`src/rtl/bus_host_arb_if.sv`:
```
// rtl/bus_host_arb_if.sv - two-host / one-device req-gnt-rvalid bus bundle
interface bus_host_arb_if #(
  parameter int AW = 32,
  parameter int DW = 32
);
  localparam int BW = DW / 8;

  logic [1:0]         h_req_i;
  logic [1:0]         h_we_i;
  logic [1:0][AW-1:0] h_addr_i;
  logic [1:0][BW-1:0] h_be_i;
  logic [1:0][DW-1:0] h_wdata_i;
  logic [1:0]         h_gnt_o;
  logic [1:0]         h_rvalid_o;
  logic [1:0]         h_err_o;
  logic [1:0][DW-1:0] h_rdata_o;

  logic               d_req_o;
  logic               d_we_o;
  logic [AW-1:0]      d_addr_o;
  logic [BW-1:0]      d_be_o;
  logic [DW-1:0]      d_wdata_o;
  logic               d_gnt_i;
  logic               d_rvalid_i;
  logic               d_err_i;
  logic [DW-1:0]      d_rdata_i;

  logic               unexp_rsp_o;

  // Environment view: drives host requests and device responses.
  modport master (
    output h_req_i, h_we_i, h_addr_i, h_be_i, h_wdata_i,
    output d_gnt_i, d_rvalid_i, d_err_i, d_rdata_i,
    input  h_gnt_o, h_rvalid_o, h_err_o, h_rdata_o,
    input  d_req_o, d_we_o, d_addr_o, d_be_o, d_wdata_o, unexp_rsp_o
  );

  // Arbiter view.
  modport slave (
    input  h_req_i, h_we_i, h_addr_i, h_be_i, h_wdata_i,
    input  d_gnt_i, d_rvalid_i, d_err_i, d_rdata_i,
    output h_gnt_o, h_rvalid_o, h_err_o, h_rdata_o,
    output d_req_o, d_we_o, d_addr_o, d_be_o, d_wdata_o, unexp_rsp_o
  );
endinterface

```
`src/rtl/bus_host_arb.sv`:
```
// rtl/bus_host_arb.sv - round-robin two-host arbiter onto one in-order device port
module bus_host_arb #(
  parameter int AW             = 32,
  parameter int DW             = 32,
  parameter int MaxOutstanding = 2
) (
  input  logic          clk_i,
  input  logic          rst_ni,
  bus_host_arb_if.slave bus
);
  localparam int BW   = DW / 8;
  localparam int PtrW = (MaxOutstanding > 1) ? $clog2(MaxOutstanding) : 1;
  localparam int CntW = $clog2(MaxOutstanding + 1);

  typedef enum logic {ARB, LOCK} state_e;

  state_e                    state_q, state_d;
  logic                      lock_q, lock_d;
  logic                      rr_q, rr_d;
  logic                      unexp_q, unexp_d;
  logic [MaxOutstanding-1:0] fifo_q, fifo_d;
  logic [PtrW-1:0]           wptr_q, wptr_d;
  logic [PtrW-1:0]           rptr_q, rptr_d;
  logic [CntW-1:0]           cnt_q, cnt_d;

  logic sel;
  logic full;
  logic empty;
  logic req;
  logic push;
  logic pop;
  logic head;

  function automatic logic [PtrW-1:0] ptr_inc(input logic [PtrW-1:0] p);
    return (p == PtrW'(MaxOutstanding - 1)) ? '0 : p + PtrW'(1);
  endfunction

  // A stalled request keeps its host on the port until the device grants it.
  always_comb begin
    sel   = 1'b0;
    full  = (cnt_q == CntW'(MaxOutstanding));
    empty = (cnt_q == '0);
    if (state_q == LOCK) begin
      sel = lock_q;
    end else if (&bus.h_req_i) begin
      sel = rr_q;
    end else begin
      sel = bus.h_req_i[1];
    end
    // Full blocks issue even when a pop lands in the same cycle.
    req  = rst_ni && !full && ((state_q == LOCK) || (|bus.h_req_i));
    push = req && bus.d_gnt_i;
    pop  = bus.d_rvalid_i && !empty;
    head = fifo_q[rptr_q];
  end

  always_comb begin
    state_d = state_q;
    lock_d  = lock_q;
    case (state_q)
      ARB: begin
        if (req && !bus.d_gnt_i) begin
          state_d = LOCK;
          lock_d  = sel;
        end
      end
      LOCK: begin
        if (bus.d_gnt_i) begin
          state_d = ARB;
        end
      end
      default: state_d = ARB;
    endcase

    rr_d    = push ? !sel : rr_q;
    unexp_d = unexp_q || (bus.d_rvalid_i && empty);

    fifo_d = fifo_q;
    wptr_d = wptr_q;
    rptr_d = rptr_q;
    if (push) begin
      fifo_d[wptr_q] = sel;
      wptr_d         = ptr_inc(wptr_q);
    end
    if (pop) begin
      rptr_d = ptr_inc(rptr_q);
    end

    case ({push, pop})
      2'b10:   cnt_d = cnt_q + CntW'(1);
      2'b01:   cnt_d = cnt_q - CntW'(1);
      default: cnt_d = cnt_q;
    endcase
  end

  always_ff @(posedge clk_i or negedge rst_ni) begin
    if (!rst_ni) begin
      state_q <= ARB;
      lock_q  <= 1'b0;
      rr_q    <= 1'b0;
      unexp_q <= 1'b0;
      fifo_q  <= '0;
      wptr_q  <= '0;
      rptr_q  <= '0;
      cnt_q   <= '0;
    end else begin
      state_q <= state_d;
      lock_q  <= lock_d;
      rr_q    <= rr_d;
      unexp_q <= unexp_d;
      fifo_q  <= fifo_d;
      wptr_q  <= wptr_d;
      rptr_q  <= rptr_d;
      cnt_q   <= cnt_d;
    end
  end

  assign bus.d_req_o     = req;
  assign bus.d_we_o      = req && bus.h_we_i[sel];
  assign bus.d_addr_o    = req ? bus.h_addr_i[sel]  : '0;
  assign bus.d_be_o      = req ? bus.h_be_i[sel]    : '0;
  assign bus.d_wdata_o   = req ? bus.h_wdata_i[sel] : '0;
  assign bus.unexp_rsp_o = unexp_q;

  always_comb begin
    bus.h_gnt_o    = '0;
    bus.h_rvalid_o = '0;
    bus.h_err_o    = '0;
    bus.h_rdata_o  = '0;
    for (int i = 0; i < 2; i++) begin
      bus.h_gnt_o[i]    = push && (sel == 1'(i));
      bus.h_rvalid_o[i] = pop && (head == 1'(i));
      bus.h_err_o[i]    = pop && (head == 1'(i)) && bus.d_err_i;
      bus.h_rdata_o[i]  = (pop && (head == 1'(i))) ? bus.d_rdata_i : '0;
    end
  end

endmodule

```
`src/flat_wrapper.sv`:
```
// flat-port wrapper written by rule: the top's interface ports become plain ports
module bus_host_arb_flat 
#(
  parameter int AW             = 32,
  parameter int DW             = 32,
  parameter int MaxOutstanding = 2
)
  (clk_i, rst_ni, bus_h_req_i, bus_h_we_i, bus_h_addr_i, bus_h_be_i, bus_h_wdata_i, bus_d_gnt_i, bus_d_rvalid_i, bus_d_err_i, bus_d_rdata_i, bus_h_gnt_o, bus_h_rvalid_o, bus_h_err_o, bus_h_rdata_o, bus_d_req_o, bus_d_we_o, bus_d_addr_o, bus_d_be_o, bus_d_wdata_o, bus_unexp_rsp_o);
  bus_host_arb_if #(.AW(AW), .DW(DW)) bus_i ();
  input  logic clk_i;
  input  logic rst_ni;
  input wire logic [$bits(bus_i.h_req_i)-1:0] bus_h_req_i;
  input wire logic [$bits(bus_i.h_we_i)-1:0] bus_h_we_i;
  input wire logic [$bits(bus_i.h_addr_i)-1:0] bus_h_addr_i;
  input wire logic [$bits(bus_i.h_be_i)-1:0] bus_h_be_i;
  input wire logic [$bits(bus_i.h_wdata_i)-1:0] bus_h_wdata_i;
  input wire logic [$bits(bus_i.d_gnt_i)-1:0] bus_d_gnt_i;
  input wire logic [$bits(bus_i.d_rvalid_i)-1:0] bus_d_rvalid_i;
  input wire logic [$bits(bus_i.d_err_i)-1:0] bus_d_err_i;
  input wire logic [$bits(bus_i.d_rdata_i)-1:0] bus_d_rdata_i;
  output wire logic [$bits(bus_i.h_gnt_o)-1:0] bus_h_gnt_o;
  output wire logic [$bits(bus_i.h_rvalid_o)-1:0] bus_h_rvalid_o;
  output wire logic [$bits(bus_i.h_err_o)-1:0] bus_h_err_o;
  output wire logic [$bits(bus_i.h_rdata_o)-1:0] bus_h_rdata_o;
  output wire logic [$bits(bus_i.d_req_o)-1:0] bus_d_req_o;
  output wire logic [$bits(bus_i.d_we_o)-1:0] bus_d_we_o;
  output wire logic [$bits(bus_i.d_addr_o)-1:0] bus_d_addr_o;
  output wire logic [$bits(bus_i.d_be_o)-1:0] bus_d_be_o;
  output wire logic [$bits(bus_i.d_wdata_o)-1:0] bus_d_wdata_o;
  output wire logic [$bits(bus_i.unexp_rsp_o)-1:0] bus_unexp_rsp_o;
  assign bus_i.h_req_i = bus_h_req_i;
  assign bus_i.h_we_i = bus_h_we_i;
  assign bus_i.h_addr_i = bus_h_addr_i;
  assign bus_i.h_be_i = bus_h_be_i;
  assign bus_i.h_wdata_i = bus_h_wdata_i;
  assign bus_i.d_gnt_i = bus_d_gnt_i;
  assign bus_i.d_rvalid_i = bus_d_rvalid_i;
  assign bus_i.d_err_i = bus_d_err_i;
  assign bus_i.d_rdata_i = bus_d_rdata_i;
  assign bus_h_gnt_o = bus_i.h_gnt_o;
  assign bus_h_rvalid_o = bus_i.h_rvalid_o;
  assign bus_h_err_o = bus_i.h_err_o;
  assign bus_h_rdata_o = bus_i.h_rdata_o;
  assign bus_d_req_o = bus_i.d_req_o;
  assign bus_d_we_o = bus_i.d_we_o;
  assign bus_d_addr_o = bus_i.d_addr_o;
  assign bus_d_be_o = bus_i.d_be_o;
  assign bus_d_wdata_o = bus_i.d_wdata_o;
  assign bus_unexp_rsp_o = bus_i.unexp_rsp_o;
  bus_host_arb #(.AW(AW), .DW(DW), .MaxOutstanding(MaxOutstanding)) u_core (.clk_i(clk_i), .rst_ni(rst_ni), .bus(bus_i));
endmodule
```
`config.mk`:
```
export PLATFORM = sky130hd
export DESIGN_NAME = bus_host_arb_flat
export DESIGN_NICKNAME = d
export VERILOG_FILES = /design/src/rtl/bus_host_arb_if.sv /design/src/rtl/bus_host_arb.sv /design/src/flat_wrapper.sv
export SDC_FILE = /design/constraint.sdc
export NUM_CORES = 1
export LEC_CHECK = 0
export BUFFER_PORTS_ARGS = -buffer_cell sky130_fd_sc_hd__buf_4
export CORE_AREA = 3 3 121 123
export DETAILED_ROUTE_END_ITERATION = 8
export DIE_AREA = 0 0 124 126
export PLACE_DENSITY = 0.63
export SYNTH_ARGS = -nofsm -noshare
export SYNTH_HDL_FRONTEND = slang
export SYNTH_SLANG_ARGS = --single-unit
```
`constraint.sdc`:
```
create_clock -name clk_i -period 2.2 [get_ports clk_i]
set_input_delay 0.44 -clock clk_i [delete_from_list [all_inputs] [get_ports clk_i]]
set_output_delay 0.44 -clock clk_i [all_outputs]
set_load 0.02 [all_outputs]
```
# After elaboration in Yosys (flattened, before gate mapping)
# Index checks and enable logic that the tools add are counted.
dict set report totals {
  reg_bits 10
  inputBits 177
  output_inout_bits 141
  word_cells 73
}
dict set report classes {
  addsub 4
  order_cmp 4
  eq_ne 3
  n_mux 26
  bitwise 3
  reduce_logical 25
}
# operator n
set ops {}
lappend ops {{32-bit two-way mux} 8}
lappend ops {{1-bit logical AND} 14}
lappend ops {{4-bit two-way mux} 3}
lappend ops {{1-bit two-way mux} 11}
lappend ops {{1-bit by 2-bit less-than comparator with 1-bit output (second input constant)} 3}
lappend ops {{2-bit == test (second input constant)} 2}
lappend ops {{1-bit zero test} 4}
lappend ops {{2-bit case mux with 2 select lines} 1}
lappend ops {{2-bit AND reduction} 2}
lappend ops {{1-bit inverter} 3}
lappend ops {{1-bit adder (second input constant)} 2}
lappend ops {{2-bit by 1-bit adder with 2-bit output (second input constant)} 1}
lappend ops {{2-bit bitwise mux} 1}
lappend ops {{2-bit by 1-bit == test with 1-bit output (second input constant)} 1}
lappend ops {{2-bit zero test} 1}
lappend ops {{1-bit logical OR} 2}
lappend ops {{1-bit case mux with 2 select lines} 1}
lappend ops {{2-bit nonzero test} 1}
lappend ops {{2-bit OR reduction} 1}
lappend ops {{2-bit by 1-bit subtractor with 2-bit output (second input constant)} 1}
lappend ops {{1-bit demux with 1-bit select} 1}
lappend ops {{1-bit greater-or-equal comparator (second input constant)} 1}

# Logic depth before layout (Yosys ltp)
# Gate-level depths: netlist (run 1).
dict set report depth {
  depth_word 7
  ltp_mapped 9
  ltp_nobuf 7
}

# Worst setup path before layout (run 1)
# No wires, ideal clock.
dict set report synth_timing {
  path_type {input to output}
  from {input port rst_ni}
  to {output port bus_d_addr_o[0]}
  arrival_ns 1.642
  required_time_ns 1.760
  slack_ns 0.118
  path_stages 5
  path_buffers 3
  cell_sequence {clkbuf_1 > clkbuf_1 > clkbuf_1 > nand4_1 > mux2i_1}
}
dict set report synth_between {
  elab_chain_len 3
}
# element line
set synth_rtl {}
lappend synth_rtl {{from (decl)} flat_wrapper.sv:11} ;# input logic rst_ni;
lappend synth_rtl {{1-bit logical AND (2 in series)} bus_host_arb.sv:51} ;# req = rst_ni && !full && ((state_q == LOCK) || (|bus.h_req_i));
lappend synth_rtl {{32-bit two-way mux} bus_host_arb.sv:120} ;# assign bus.d_addr_o = req ? bus.h_addr_i[sel] : '0;
lappend synth_rtl {{to (decl)} flat_wrapper.sv:27} ;# output wire logic [$bits(bus_i.d_addr_o)-1:0] bus_d_addr_o;
# No other way between the ends.

# Final worst setup path (run 1)
dict set report layout_timing {
  from {register u_core.state_q}
  to {output port bus_d_wdata_o[10]}
}
dict set report layout_between {
  elab_chain_len 4
  word_cells_on_any_way 6
  classes_between {4 x mux; 2 x reduce/logical}
}
# element line
set layout_rtl {}
lappend layout_rtl {{from (decl)} bus_host_arb.sv:17} ;# state_e state_q, state_d;
lappend layout_rtl {{from (signal assigned)} bus_host_arb.sv:107} ;# state_q <= state_d;
lappend layout_rtl {{1-bit two-way mux} bus_host_arb.sv:43} ;# if (state_q == LOCK) begin
lappend layout_rtl {{32-bit two-way mux (not written as such) (2 in series)} bus_host_arb.sv:122} ;# assign bus.d_wdata_o = req ? bus.h_wdata_i[sel] : '0;
lappend layout_rtl {{32-bit two-way mux (*)} bus_host_arb.sv:122}
lappend layout_rtl {{to (decl)} flat_wrapper.sv:29} ;# output wire logic [$bits(bus_i.d_wdata_o)-1:0] bus_d_wdata_o;
# Mark *: on every way between the ends. The rest lies on a longest branch, timed or not. The select of a mux whose other input is x is not followed.

==> flow_summary.yaml, run 1 <==
power:
  power.leakage_nw: 2.970
  totalPowerFinal_mw: 5.133
  cellPowerDensity_mw_per_mm2: 900.5
  peakVddDrop_v: 0.0004074
detailed_routing:
  antenna_left: 0
  wirelength_mm: 13.77
  drtIter0Drc: 244
  wl_per_cell_um: 16.12
  drt-vias-per-instance: 4.897
  firstDrtPassIters: 5
  vias: 4182
  drc_errors: 0
cts:
  cts.sinks: 10
  numCtsBuffers: 3
  cts_tree: "yes"
  htree_levels: 1
  clockBufferDepth: 2
  worstSkewPairLatency_ps: 240
  clockRootBuffer: "clkbuf_16"
  postCtsHoldBufs: 0
  path_clk_slew_ps: 50
synthesis:
  ys.flop_type: "dfrtp_1"
  synth-seq-cells: 10
  ys_seq_area_share_pct: 9.074
  syn_area_mm2: 0.002758
  async_flop_share_pct: 100.0
  syn_area_per_cell_um2: 7.181
  syn-instance-count: 384
  synth_edf_count: 0
  synth-warning-count: 0
  mappedNetlistNets: 562
  synth.distinct_cells: 24
critical_path:
  crit_family: "buffers and inverters"
  critPathLaunch: "u_core.state_q$_DFF_PN0_"
  worstReg2RegStart: "u_core.cnt_q[0]$_DFFE_PN0P_"
  cp_cell_sequence: "and2_4 > a31oi_4 > buf_12 > buf_16 > mux2i_2 > buf_4"
  arrival_ps: 1760
  cp.depth: 6
  cpPeakStageDelay_ps: 410
  worstPathRequired_ps: 1760
  ff2ff_path_depth: 7
  critPathSlowestCell: "dfrtp_1"
  crit_fanout: 9
  start_kind: "flip-flop"
  rrSetupSlack_ps: 380
  crit_path_end_kind: "primary output"
  crit_end: "bus_d_wdata_o[10]"
  r2r-end: "u_core.cnt_q[1]$_DFFE_PN0P_"
  path_buf_inv: 3
  path_class: "flip-flop to primary output"
timing:
  relSlewSlack_pct: 78.07
  hold_ws_ps: 301.9
  min_period_ps: 2196
  hold_viol_final: 0
  fin_worst_skew_ps: 3.774
  slew_viol_final: 0
  max_freq_ghz: 0.4553
  setup_viol: 0
  fin_crit_sh_pct: 99.84
  setup_ws_ps: 3.518
  tightest_slew_ps: 325.6
  rsz0062_at_grt: "yes"
  tns_ps: 0
cells_and_area:
  fin_util_pct: 41.39
  multi_input_area_mm2: 0.002275
  finalNonFillerCells: 854
  nNetsFinal: 853
  num_antenna_cells: 0
  drive_gt1_share_pct: 54.45
  final_common_cell: "buf_4"
  regArea_um2: 250.2
  syn_to_final_growth_pct: 106.7
  layout_common_cells: "332 x buf_4, 138 x nand4_1, 68 x and2_1"
  fillers: 1458
  final_area_mm2: 0.005700
placement:
  dp.final_hpwl_mm: 10.61
  gp_congestion: 0.8053
  place_inst: 841
  dpl_worst_slack_ps: -1.943
  place_area_mm2: 0.005418
  port_buffers: 317
die:
  fp.dieArea_mm2: 0.01562
  fp-row-count: 43
  initial_core_util_pct: 20.02
  die_w_um: 124
  pin_count: 318
  die_h_um: 126
  coreArea_mm2: 0.01377
status:
  status: "finished, final reports clean"
global_routing:
  grt_overflow: 0
  grt_pass1_vias: 3784
  antenna_found_initial: 0
  grt_max_degree: 58
  grt_pass1_wl_mm: 19.83
  grt_usage_pct: 15.47
run:
  max_cap_violations: 0
worst_hold_path:
  hold_class: "input pin to asynchronous set/reset pin"
-- flip-flops by register name, summed over array words and instances, names as in the netlist --
signal,cells
u_core.bus.unexp_rsp_o,1
u_core.fifo_q,2
u_core.state_q,1
u_core.rr_q,1
u_core.lock_q,1
u_core.rptr_q,1
u_core.wptr_q,1
u_core.cnt_q,2
-- synthesized netlist by cell type (2+ instances only) --
library cell | number | area share, %
nand4_1 | 138 | 31
mux2i_1 | 70 | 25
and2_1 | 69 | 16
buf_2 | 31 | 5.6
clkbuf_1 | 31 | 4.2
dfrtp_1 | 10 | 9.1
inv_1 | 6 | 0.82
nor2_1 | 4 | 0.54
xnor2_1 | 4 | 1.3
a31oi_1 | 3 | 0.68
a41oi_1 | 3 | 0.95
nand2b_1 | 2 | 0.45
nor2b_1 | 2 | 0.45
-- logic make-up (layout without fill, tap and decap cells) --
group / Yosys count / count (layout) / share of synthesized area (%)
XOR/XNOR: 5 / 5 / 1.588
flip-flops: 10 / 10 / 9.074
buffers and inverters: 69 / 359 / 11.07
AO/OA/AOI/OAI: 10 / 10 / 2.632
multiplexers: 71 / 71 / 25.95
AND/OR/NAND/NOR: 218 / 218 / 49.23
adder cells (fa/ha/maj): 1 / 1 / 0.4536
-- worst reg2reg max path: cells and delay by family (launching register included) --
kind / cells / cell delay (ps)
simple gates: 3 / 630
xor+xnor: 1 / 160
fa+ha+maj: 1 / 320
buf+inv: 2 / 220
flops: 1 / 420
-- power breakdown --
| part | switching, mW | internal [mW] | total, mW |
|---|---|---|---|
| combinational | 2.35 | 2.07 | 4.42 |
| sequential | 0.0734 | 0.267 | 0.340 |
| clock | 0.0966 | 0.274 | 0.371 |
-- worst min path at each step --
stage                     depth (start not counted)  slack (ps)                                to                             start
after floorplan                                   0         140  u_core.bus.unexp_rsp_o$_DFF_PN0_                            rst_ni
after global placement                            1         440  u_core.bus.unexp_rsp_o$_DFF_PN0_  u_core.bus.unexp_rsp_o$_DFF_PN0_
after detailed placement                          1         450  u_core.bus.unexp_rsp_o$_DFF_PN0_  u_core.bus.unexp_rsp_o$_DFF_PN0_
after CTS                                         2         300          u_core.state_q$_DFF_PN0_                            rst_ni
after global routing                              2         320          u_core.state_q$_DFF_PN0_                            rst_ni
final                                             2         300         u_core.wptr_q$_DFFE_PN0N_                            rst_ni
-- final cells by class --
type	count	area share, %
inverters	6	0.3951
clock buffers	4	1.558
flip-flops and latches	10	4.390
multi-input cells	305	39.90
well taps	180	3.951
repair buffers	349	49.80
-- metal layers --
metal  global-route usage (%)  wire [um]  up-vias  share of wire, %
li1                         -          -     2043                 -
met1                    18.44       5100     1902                37
met2                    28.38       7118      220                52
met3                    3.188       1363       17               9.9
met4                    2.964        182        0               1.3
met5                        0          0        -                 0
-- what timing repair did --
item	4_1_cts	5_1_grt
gates resized for setup	8	8
pin swaps	1	0
cloned	1	2
endpoints found under the setup margin	62	56
setup buffers	6	0
Power figures use the tool's default switching activity.
==> run 2, diff against run 1 <==
--- a/config.mk
+++ b/config.mk
@@ -6,10 +6,12 @@
 export NUM_CORES = 1
 export LEC_CHECK = 0
 export BUFFER_PORTS_ARGS = -buffer_cell sky130_fd_sc_hd__buf_4
-export CORE_AREA = 3 3 121 123
+export CELL_PAD_IN_SITES_DETAIL_PLACEMENT = 1
+export CELL_PAD_IN_SITES_GLOBAL_PLACEMENT = 1
+export CORE_AREA = 3 3 123 125
 export DETAILED_ROUTE_END_ITERATION = 8
-export DIE_AREA = 0 0 124 126
-export PLACE_DENSITY = 0.63
+export DIE_AREA = 0 0 126 128
+export PLACE_DENSITY = 0.87
 export SYNTH_ARGS = -nofsm -noshare
 export SYNTH_HDL_FRONTEND = slang
 export SYNTH_SLANG_ARGS = --single-unit
==> flow_summary.yaml, run 2 (synthesis results as in run 1) <==
timing:
  setup_ws_ps: -9.430
  fin_crit_sh_pct: 100.4
  hold_viol_final: 0
  min_period_ps: 2209
  tightest_slew_ps: 282.8
  setup_viol: 6
  hold_ws_ps: 75.68
  relSlewSlack_pct: 81.15
  max_freq_ghz: 0.4526
  fin_worst_skew_ps: 0.8063
  slew_viol_final: 0
  rsz0062_at_grt: "yes"
detailed_routing:
  wirelength_mm: 15.62
  drtIter0Drc: 173
  wl_per_cell_um: 18.19
  firstDrtPassIters: 4
  antenna_left: 0
  drt-vias-per-instance: 5.012
  drc_errors: 0
  vias: 4305
global_routing:
  met1_usage_pct: 18.64
  grt_usage_pct: 17.02
  grt_overflow: 0
  use_met2_pct: 32.55
  gr-usage-met3_pct: 3.708
  grt_busiest_layer: "met2"
  grt_pass1_vias: 4253
  grt_pass1_wl_mm: 22.80
  antenna_found_initial: 0
  grt_max_degree: 68
cells_and_area:
  num_antenna_cells: 0
  nNetsFinal: 859
  syn_to_final_growth_pct: 111.0
  drive_gt1_share_pct: 55.67
  finalNonFillerCells: 859
  top_regs: "u_core.cnt_q: 2 flops, u_core.fifo_q: 2 flops"
  final_common_cell: "buf_4"
  layout_common_cells: "330 x buf_4, 138 x nand4_1, 68 x and2_1"
  fin_util_pct: 41.59
cts:
  postCtsHoldBufs: 0
  cts_tree: "yes"
  clockBufferDepth: 2
  numCtsBuffers: 3
  worstSkewPairLatency_ps: 240
  path_clk_slew_ps: 40
  htree_levels: 1
  clockRootBuffer: "clkbuf_16"
  cts.sinks: 10
critical_path:
  crit_path_end_kind: "primary output"
  critical_path.most_common_cell: "buf_4"
  critPathSlowestCell: "dfrtp_1"
  cpPeakStageDelay_ps: 410
  cp_cell_sequence: "and2_4 > a31oi_4 > buf_4 > buf_12 > mux2i_1 > buf_4"
  crit_fanout: 11
  path_class: "flip-flop to primary output"
  ff2ff_path_depth: 6
  start_kind: "flip-flop"
  worstPathRequired_ps: 1760
  arrival_ps: 1770
die:
  die_w_um: 126
  coreArea_mm2: 0.01399
  die_h_um: 128
  fp.dieArea_mm2: 0.01613
  initial_core_util_pct: 19.71
  fp-row-count: 43
  pin_count: 318
placement:
  dpl_worst_slack_ps: 58.37
  dp.final_hpwl_mm: 12.09
  port_buffers: 317
  gp_congestion: 0.7912
  place_inst: 842
worst_hold_path:
  hold_class: "input pin to asynchronous set/reset pin"
power:
  cellPowerDensity_mw_per_mm2: 919.1
  power.leakage_nw: 3.011
  peakVddDrop_v: 0.0003311
status:
  status: "complete, but fails checks"
  violations: "negative setup slack"
run:
  max_cap_violations: 0
-- run 2: cell types whose count changed in the layout (fill, tap and decap cells not counted), moves of 2 or more --
cell / before / now
dfrtp_1: 10 / 8
mux2i_2: 6 / 10
dfrtp_2: 0 / 2
buf_8: 0 / 4
buf_4: 332 / 330
mux2i_1: 63 / 60
clkbuf_16: 5 / 7
-- run 2: layer usage --
metal	routed length (um)	up-vias
met4	357	0
met5	0	-
li1	-	2077
met1	5632	2001
met2	8396	201
met3	1237	26
-- run 2: timing repair --
item,CTS,global route
pin swaps,1,0
endpoints found under the setup margin,49,75
gates cloned,1,5
gates resized for setup,4,26
setup buffers,6,2
hold endpoints to repair,0,0
-- run 2: final timing paths --
check / from / to / slack (ps)
worst max-delay path: u_core.state_q$_DFF_PN0_ / bus_d_addr_o[21] / -9
worst min-delay path: rst_ni / u_core.lock_q$_DFFE_PN0P_ / 80
worst max register to register: u_core.state_q$_DFF_PN0_ / u_core.cnt_q[1]$_DFFE_PN0P_ / 470
worst min register to register: u_core.bus.unexp_rsp_o$_DFF_PN0_ / u_core.bus.unexp_rsp_o$_DFF_PN0_ / 460
max in group asynchronous: rst_ni / u_core.cnt_q[1]$_DFFE_PN0P_ / 1730
min in group clk_i: bus_d_gnt_i / u_core.state_q$_DFF_PN0_ / 380
-- run 2: area by class of cell --
type                       count  area, um^2
clock buffer                   3       75.07
timing repair buffer         354        2954
sequential                    10       252.7
inverter                       6       22.52
multi-input combinational    306        2288
fill                        1728        8170
tap                          180       225.2
-- run 2: stage by stage --
step	power (mW)	instance area (um^2)	TNS [ps]
after global placement	4.540	5438	0
final	5.348	5818	-25.43
after detailed placement	4.613	5438	0
after floorplan	2.797	2758	0
after global routing	5.684	5818	-2247
after CTS	5.095	5612	-213.8
-- run 2: worst max-delay path, delay by kind of cell, from the launching register on --
family	cells	cell delay, ps
muxes	1	210
and+or+nand+nor	1	160
buffers and inverters	3	530
AOI/OAI and AO/OA	1	210
DFF	1	410
-- run 2: where the power goes --
group	switching (mW)	internal (mW)	total, mW
clock network	0.0872	0.236	0.323
registers	0.0875	0.271	0.358
logic	2.45	2.21	4.67
total	2.63	2.72	5.35
==> run 3, diff against run 2 <==
==> constraint.sdc (replaced) <==
create_clock -name clk_i -period 2.39 [get_ports clk_i]
set_input_delay 0.478 -clock clk_i [delete_from_list [all_inputs] [get_ports clk_i]]
set_output_delay 0.478 -clock clk_i [all_outputs]
set_load 0.02 [all_outputs]
==> flow_summary.yaml, run 3 (synthesis results as in run 1) <==
cells_and_area:
  nNetsFinal: 850
  drive_gt1_share_pct: 52.91
  syn_to_final_growth_pct: 101.6
  top_regs: "u_core.cnt_q: 2 flops, u_core.fifo_q: 2 flops"
  final_common_cell: "buf_4"
  layout_common_cells: "333 x buf_4, 138 x nand4_1, 70 x mux2i_1"
  regArea_um2: 250.2
  multi_input_area_mm2: 0.002238
  fillers: 1727
global_routing:
  grt_usage_pct: 16.42
  antenna_found_initial: 1
  grt_pass1_wl_mm: 22.29
  grt_overflow: 0
  grt_pass1_vias: 4254
  grt_max_degree: 74
timing:
  setup_ws_ps: 121.6
  fin_worst_skew_ps: 2.875
  rsz0062_at_grt: "no"
  tightest_slew_ps: 367.7
  slew_viol_final: 0
  fin_crit_sh_pct: 94.91
  hold_viol_final: 0
  min_period_ps: 2268
  setup_viol: 0
  tns_ps: 0
  max_freq_ghz: 0.4408
  relSlewSlack_pct: 75.49
detailed_routing:
  vias: 4251
  drt-vias-per-instance: 4.989
  wl_per_cell_um: 17.43
  firstDrtPassIters: 4
  drtIter0Drc: 179
  wirelength_mm: 14.85
  antenna_left: 0
  drc_errors: 0
die:
  fp.dieArea_mm2: 0.01613
  initial_core_util_pct: 19.71
  pin_count: 318
  die_h_um: 128
  die_w_um: 126
  fp-row-count: 43
  coreArea_mm2: 0.01399
placement:
  port_buffers: 317
  gp_congestion: 0.7847
  dp.final_hpwl_mm: 11.84
  dpl_worst_slack_ps: 162.8
status:
  status: "finished, final reports clean"
critical_path:
  cpPeakStageDelay_ps: 380
  critPathLaunch: "u_core.rr_q$_DFFE_PN0N_"
  cp_cell_sequence: "nand2b_1 > a31oi_4 > buf_12 > buf_4 > mux2i_1 > buf_4"
  path_buf_inv: 3
  worstReg2RegStart: "u_core.cnt_q[0]$_DFFE_PN0P_"
  crit_family: "buffers and inverters"
  crit_path_end_kind: "primary output"
  start_kind: "flip-flop"
  worstPathRequired_ps: 1910
  critical_path.most_common_cell: "buf_4"
  critPathSlowestCell: "dfrtp_1"
  crit_fanout: 11
  arrival_ps: 1790
  path_class: "flip-flop to primary output"
cts:
  htree_levels: 1
  cts.sinks: 10
  numCtsBuffers: 3
  worstSkewPairLatency_ps: 230
  cts_tree: "yes"
  clockBufferDepth: 2
  clockRootBuffer: "clkbuf_16"
  postCtsHoldBufs: 0
  path_clk_slew_ps: 40
power:
  power.leakage_nw: 2.932
  peakVddDrop_v: 0.0003245
  cellPowerDensity_mw_per_mm2: 829.3
  totalPowerFinal_mw: 4.610
worst_hold_path:
  hold_class: "input pin to asynchronous set/reset pin"
run:
  max_cap_violations: 0
==> run 3: per-stage QoR <==
| stage | cell area, um^2 | std cells | utilization, % | hold WS (ps) |
|---|---|---|---|---|
| floorplan | 2758 | 384 | - | 182.4 |
| global placement | 5410 | 840 | 38.68 | 324.3 |
| detailed placement | 5410 | 840 | 38.68 | 329.2 |
| CTS | 5499 | 844 | 39.31 | 79.71 |
| global route | 5559 | 852 | 39.74 | 77.58 |
| finish | 5559 | 852 | 39.74 | 74.84 |
==> run 3: metal layers <==
layer  global-route usage [%]  vias to the layer above  share of wire [%]
li1                         -                     2043                  -
met2                    31.67                      187                 54
met4                    3.785                        0                1.6
met3                    3.875                       10                8.0
met1                    18.11                     2011                 36
met5                        0                        -                  0
==> run 3: cell type report <==
| class | instances | area share (%) |
|---|---|---|
| Inverter | 6 | 0.4051 |
| Antenna cell | 1 | 0.04501 |
| Multi-Input combinational cell | 306 | 40.27 |
| Clock buffer | 4 | 1.598 |
| Sequential cell | 10 | 4.501 |
| Timing Repair Buffer | 345 | 49.13 |
| Tap cell | 180 | 4.051 |
==> run 3: path summary, 6_finish.rpt <==
check | to | slack (ps) | cells past startpoint
max | bus_d_wdata_o[25] | 120 | 6
min | u_core.bus.unexp_rsp_o$_DFF_PN0_ | 70 | 1
max reg2reg | u_core.cnt_q[1]$_DFFE_PN0P_ | 450 | 8
min reg2reg | u_core.bus.unexp_rsp_o$_DFF_PN0_ | 450 | 1
max in group asynchronous | u_core.state_q$_DFF_PN0_ | 1810 | 2
min in group clk_i | u_core.state_q$_DFF_PN0_ | 420 | 2
==> run 3: worst reg2reg max path, cell delays in order, from the launching register on <==
cell and delay, ps:
dfrtp_1 450, nand2b_4 290, buf_4 180, and3_4 250, inv_1 60, ha_1 220, xnor2_1 170, nor2_1 70
xor2_1 140
==> run 3: repair_timing <==
item / 4_1_cts / 5_1_grt
endpoints found under the hold margin: 0 / 0
setup buffers: 0 / 6
resized for setup: 0 / 1
endpoints found under the setup margin: 0 / 22
==> run 3: where the power goes <==
| part | leakage, nW | switching (mW) | total [mW] | internal [mW] |
|---|---|---|---|---|
| clock network | 0.0442 | 0.0794 | 0.331 | 0.252 |
| registers | 0.115 | 0.0727 | 0.318 | 0.245 |
| logic | 2.77 | 2.16 | 3.96 | 1.80 |
